File: src/rtl/seg7_scan_ctrl.sv
// Time-multiplexed NDIG-digit 7-segment scan controller with a prescaler tick, a blank slot between digits and a double-buffered value.
// Optional build macro LEADING_ZERO_BLANK_EN keeps leading-zero digits dark.
module seg7_scan_ctrl #(
  parameter int unsigned DIV_BITS   = 17,
  parameter int unsigned NDIG       = 4,
  parameter int unsigned SHOW_TICKS = 3
) (
  input  logic              clk,
  input  logic              clr,
  input  logic              load,
  input  logic [4*NDIG-1:0] bcd_in,
  input  logic [NDIG-1:0]   dp_in,
  output logic [NDIG-1:0]   an,
  output logic [6:0]        seg,
  output logic              dp,
  output logic              frame_done
);

  localparam int unsigned IW = $clog2(NDIG);

  // ST_INIT is the post-reset blank slot; unlike ST_BLANK it leads to digit 0 without ending a frame.
  typedef enum logic [1:0] {ST_INIT, ST_SHOW, ST_BLANK} state_e;

  state_e              state_q, state_d;
  logic [DIV_BITS-1:0] presc_q;
  logic [IW-1:0]       idx_q, idx_d;
  logic [3:0]          tcnt_q, tcnt_d;
  logic [4*NDIG-1:0]   sh_bcd_q, sh_bcd_d, act_bcd_q, act_bcd_d;
  logic [NDIG-1:0]     sh_dp_q, sh_dp_d, act_dp_q, act_dp_d;
  logic                pend_q, pend_d;
  logic [NDIG-1:0]     an_q, an_d;
  logic [6:0]          seg_q, seg_d;
  logic                dp_q, dp_d;
  logic                fd_q, fd_d;
  logic                tick, wrap;

  assign tick = &presc_q;

  function automatic logic [6:0] dec7(input logic [3:0] v);
    case (v)
      4'd0:    dec7 = 7'h40;
      4'd1:    dec7 = 7'h79;
      4'd2:    dec7 = 7'h24;
      4'd3:    dec7 = 7'h30;
      4'd4:    dec7 = 7'h19;
      4'd5:    dec7 = 7'h12;
      4'd6:    dec7 = 7'h02;
      4'd7:    dec7 = 7'h78;
      4'd8:    dec7 = 7'h00;
      4'd9:    dec7 = 7'h10;
      default: dec7 = 7'h3F;
    endcase
  endfunction

  always_comb begin
    state_d = state_q;
    idx_d   = idx_q;
    tcnt_d  = tcnt_q;
    wrap    = 1'b0;
    fd_d    = 1'b0;
    if (tick) begin
      case (state_q)
        ST_INIT: begin
          state_d = ST_SHOW;
          idx_d   = '0;
          tcnt_d  = '0;
        end
        ST_SHOW: begin
          if (tcnt_q == 4'(SHOW_TICKS - 1)) begin
            state_d = ST_BLANK;
            tcnt_d  = '0;
          end else begin
            tcnt_d = tcnt_q + 4'd1;
          end
        end
        default: begin
          state_d = ST_SHOW;
          if (idx_q == IW'(NDIG - 1)) begin
            idx_d = '0;
            wrap  = 1'b1;
            fd_d  = 1'b1;
          end else begin
            idx_d = idx_q + 1'b1;
          end
        end
      endcase
    end
  end

  // A load on the wrap edge or in the frame_done cycle bypasses the shadow so the new frame shows it at once.
  always_comb begin
    sh_bcd_d  = sh_bcd_q;
    sh_dp_d   = sh_dp_q;
    act_bcd_d = act_bcd_q;
    act_dp_d  = act_dp_q;
    pend_d    = pend_q;
    if (wrap && pend_q) begin
      act_bcd_d = sh_bcd_q;
      act_dp_d  = sh_dp_q;
      pend_d    = 1'b0;
    end
    if (load) begin
      sh_bcd_d = bcd_in;
      sh_dp_d  = dp_in;
      if (wrap || fd_q) begin
        act_bcd_d = bcd_in;
        act_dp_d  = dp_in;
        pend_d    = 1'b0;
      end else begin
        pend_d = 1'b1;
      end
    end
  end

`ifdef LEADING_ZERO_BLANK_EN
  logic [NDIG-1:0] lz;

  always_comb begin
    lz = '0;
    lz[NDIG-1] = (act_bcd_d[4*NDIG-1 -: 4] == 4'd0);
    for (int unsigned k = 1; k < NDIG; k++) begin
      lz[NDIG-1-k] = lz[NDIG-k] & (act_bcd_d[4*(NDIG-1-k) +: 4] == 4'd0);
    end
  end
`endif

  always_comb begin
    an_d  = '1;
    seg_d = 7'h7F;
    dp_d  = 1'b1;
    if (state_d == ST_SHOW) begin
      seg_d        = dec7(act_bcd_d[{idx_d, 2'b00} +: 4]);
      dp_d         = ~act_dp_d[idx_d];
      an_d[idx_d]  = 1'b0;
`ifdef LEADING_ZERO_BLANK_EN
      if ((idx_d != '0) && lz[idx_d] && !act_dp_d[idx_d]) an_d = '1;
`endif
    end
  end

  always_ff @(posedge clk) begin
    if (clr) begin
      presc_q   <= '0;
      state_q   <= ST_INIT;
      idx_q     <= '0;
      tcnt_q    <= '0;
      sh_bcd_q  <= '0;
      sh_dp_q   <= '0;
      act_bcd_q <= '0;
      act_dp_q  <= '0;
      pend_q    <= 1'b0;
      an_q      <= '1;
      seg_q     <= 7'h7F;
      dp_q      <= 1'b1;
      fd_q      <= 1'b0;
    end else begin
      presc_q   <= presc_q + 1'b1;
      state_q   <= state_d;
      idx_q     <= idx_d;
      tcnt_q    <= tcnt_d;
      sh_bcd_q  <= sh_bcd_d;
      sh_dp_q   <= sh_dp_d;
      act_bcd_q <= act_bcd_d;
      act_dp_q  <= act_dp_d;
      pend_q    <= pend_d;
      an_q      <= an_d;
      seg_q     <= seg_d;
      dp_q      <= dp_d;
      fd_q      <= fd_d;
    end
  end

  assign an         = an_q;
  assign seg        = seg_q;
  assign dp         = dp_q;
  assign frame_done = fd_q;

endmodule
File: config.mk
export PLATFORM = sky130hd
export DESIGN_NAME = seg7_scan_ctrl
export DESIGN_NICKNAME = d
export VERILOG_FILES = /design/src/rtl/seg7_scan_ctrl.sv
export SDC_FILE = /design/constraint.sdc
export NUM_CORES = 1
export LEC_CHECK = 0
export CAP_MARGIN = 20
export CORE_ASPECT_RATIO = 1.25
export CORE_UTILIZATION = 51
export CTS_CLUSTER_DIAMETER = 40
export DETAILED_ROUTE_END_ITERATION = 8
export GPL_ROUTABILITY_DRIVEN = 0
export HOLD_SLACK_MARGIN = 0.06
export PLACE_DENSITY_LB_ADDON = 0.12
export SYNTH_ARGS = -nofsm -noshare
export SYNTH_HDL_FRONTEND = slang
export SYNTH_SLANG_ARGS = --single-unit
File: constraint.sdc
create_clock -name clk -period 3.52 [get_ports clk]
set_input_delay 0.704 -clock clk [delete_from_list [all_inputs] [get_ports clk]]
set_output_delay 0.704 -clock clk [all_outputs]
set_load 0.01 [all_outputs]
==> reports/qor.tcl, run 1 <==
set qor(finalCoreUtilization) 0.634
set qor(layout.cell_area.non_filler_um2) 4400
set qor(grt.overflow.total) 0
set qor(drt_first_pass_iters) 4
set qor(detail_route.drc_violations) 0
set qor(cts.sinks) 79
set qor(cts_max_level) 3
set qor(core.rowCount) 34
set qor(period_share) 0.958
set qor(maxSlewViolCount) 0
set qor(finalHoldWorstSlack_ns) 0.443
set qor(fill_cell_total_of_the_finished_layout) 606
set qor(fp.dieArea_um2) 7450
set qor(highest_delay_cell_along_the_critical_path) {mux2i_1}
set qor(start_util) 0.523
set qor(run_status) {complete, no violations}
set qor(port-buffer-count) 35
set qor(diodes) 0
set qor(grt_start_max_net_pins) 37
set qor(dpl_worst_slack_ns) 0.0179
set qor(required_ns) 3.75
set qor(cts_hold_repair.buffers) 0
set qor(cts_buffer_depth) 2
set qor(power_frac_clock) 0.422
set qor(timing.final.hold_violations) 0
set qor(dp.cells) 502
set qor(postRouteAntennaNets) 0
set qor(cell_internal_power_mw) 1.37
set qor(worstHoldPathType) {register to register}
set qor(synth_area_per_cell_um2) 9.61
set qor(instances_no_fill) 518
set qor(numCtsBuffers) 9
set qor(critPathMaxFanout) 19
set qor(drt-vias-per-instance) 5.36
set qor(route.detailed.wl_per_inst_um) 14.3
set qor(wire_length_of_the_first_global_routing_pass_mm) 12.4
set qor(layout.area.seq_um2) 1580
set qor(syn_inst) 377
set qor(worstMarginPinSlew_ns) 0.648
set qor(clock_tree_from_tritoncts) {yes}
set qor(setup-violations-final) 0
set qor(dpl_cell_area_um2) 4130
set qor(cp-end-kind) {register}
set qor(root_buffer) {clkbuf_8}
set qor(critPathMaxStageDelay_ns) 0.38
set qor(maxSlewHeadroom) 0.568
set qor(power_switching_mw) 0.363
set qor(fraction_of_final_layout_cells_with_drive_strength_greater_than_1) 0.147
set qor(dp.final_hpwl_mm) 5.30
set qor(power_leakage_nw) 1.95
set qor(synth.net_count) 411
set qor(drv.max_cap_violation_count) 0
set qor(path_clk_slew_ns) 0.08
set qor(power.sequential.fraction) 0.532
set qor(height_of_the_die_um) 96.2
set qor(path_buf_inv) 1
set qor(post_synth_num_cell_types) 47
set qor(clk_latency_ns) 0.34
set qor(powerDensity_nw_per_um2) 393
set qor(path_class) {register to register}
set qor(multi_input_comb_area_um2) 1940
set qor(synth_edf_count) 0
set qor(most_common_cell_after_layout_fill_and_taps_aside) {dfxtp_1}
set qor(nets) 458
set qor(drtIter0Drc) 96
set qor(power.share.switching) 0.210
set qor(critical_path.cell_chain) {and3_1 -> and3_1 -> nand2_1 -> nor2_2 -> and2_1 -> ha_2 -> a31oi_1 -> nand2b_4 -> buf_12 -> mux2i_1 -> mux2i_1 -> mux2_2 -> ha_1 -> a21o_1 -> a211oi_2 -> a41oi_1}
set qor(design.core.area_um2) 6930
set qor(grt_use_total) 0.214
set qor(timing.setup.tns_ns) 0
set qor(detail_route.wirelength_mm) 7.43
set qor(die-width_um) 77.4
set qor(path_delay_family) {multiplexers}
set qor(comb_power_share) 0.046
set qor(via_count) 2779
set qor(max_freq_mhz) 296
set qor(io_pins) 36
set qor(fin_worst_skew_ns) 0.00802
set qor(totalPowerFinal_mw) 1.73
set qor(crit_path_launch_type) {register}
set qor(ir_drop_mv) 0.287
set qor(synth_sequential_area_ratio) 0.436
set qor(areaGrowthSynthToFinish_pct) 21.4
set qor(layout.cells.most_common_list) {79 x dfxtp_1, 67 x nor2_1, 46 x mux2i_1}
set qor(worstPathArrival_ns) 3.60
set qor(synth_ff_type) {dfxtp_1}
set qor(grt_pass1_vias) 2773
set qor(async_flop_share) 0
set qor(synth.cell_area_um2) 3620
set qor(layout_min_cycle_time_ns) 3.37
set qor(number_of_warnings_issued_by_yosys) 0
set qor(yosys_register_bits) 79
set qor(grt_antenna_before_repair) 0
set qor(layout_setup_ws_ns) 0.147
-- kinds of logic (layout without fill, tap and decap cells) --
group,after synthesis,after routing,synth area share
flip-flops,79,79,0.436
XOR/XNOR,14,14,0.0338
AO/OA/AOI/OAI,43,43,0.0825
multiplexers,65,65,0.189
AND/OR/NAND/NOR,138,138,0.180
adder cells (fa/ha/maj),11,11,0.0380
buffers and inverters,27,78,0.0401
-- repair_timing --
action | in CTS | in global routing
endpoints found under the setup margin | 1 | 7
endpoints found under the hold margin | 0 | 0
setup buffers | 0 | 1
gates resized for setup | 1 | 10
pin swaps | 0 | 1
-- power by group through the flow --
stage          clock network [mW]  logic (mW)  registers [mW]
2_1_floorplan                   0      0.0419           0.938
3_3_place_gp                    0      0.0790           0.940
3_5_place_dp                    0      0.0799           0.941
4_1_cts                     0.745      0.0802           0.920
5_1_grt                     0.776      0.0878           0.921
6_report                    0.729      0.0791           0.920
-- cell usage after synthesis (all sizes together), types with 8 or more instances --
library cell,number,share of area
nor2,69,0.072
nand3,13,0.018
a211oi,8,0.019
mux2,16,0.053
ha,11,0.038
o21ai,11,0.015
buf,14,0.027
xor2,9,0.022
dfxtp,79,0.44
and3,9,0.016
nor3,8,0.011
nand2,14,0.015
mux2i,49,0.14
clkbuf,8,0.0083
-- layer usage --
layer  GRT usage  routed length [µm]  up-vias
met5           0                   0        -
li1            -                   -     1402
met2       0.380                3750       41
met4       0.121                 225        0
met3      0.0313                 181       16
met1       0.246                3270     1320
-- final timing paths --
check	start	to	slack, ns	cells after the start
max	presc_q[4]	seg[3]	0.15	16
min reg2reg	presc_q[0]	presc_q[0]	0.44	1
min	presc_q[0]	presc_q[0]	0.44	1
max reg2reg	presc_q[4]	seg[3]	0.15	16
-- final cells by class --
type	instances	area share
well taps	90	0.0256
repair buffers	58	0.121
clock buffers	11	0.0321
multi-input cells	271	0.442
inverters	5	0.00427
clock inverters	4	0.0159
flip-flops and latches	79	0.360
-- registers in the layout, summed over array words and instances, names as in the netlist, 2 cells and up --
| signal | cells |
|---|---|
| presc_q | 17 |
| act_bcd_q | 16 |
| sh_bcd_q | 16 |
| seg | 7 |
| act_dp_q | 4 |
| an | 4 |
| sh_dp_q | 4 |
| tcnt_q | 4 |
| idx_q | 2 |
| state_q | 2 |
No activity file was read; power rests on OpenSTA's default activity.
==> inputs of run 2 (changes only) <==
- HOLD_SLACK_MARGIN: 0.06 -> 0.1
==> results of run 2 <==
The final DEF is identical to that of run 1; final timing and power are the same.
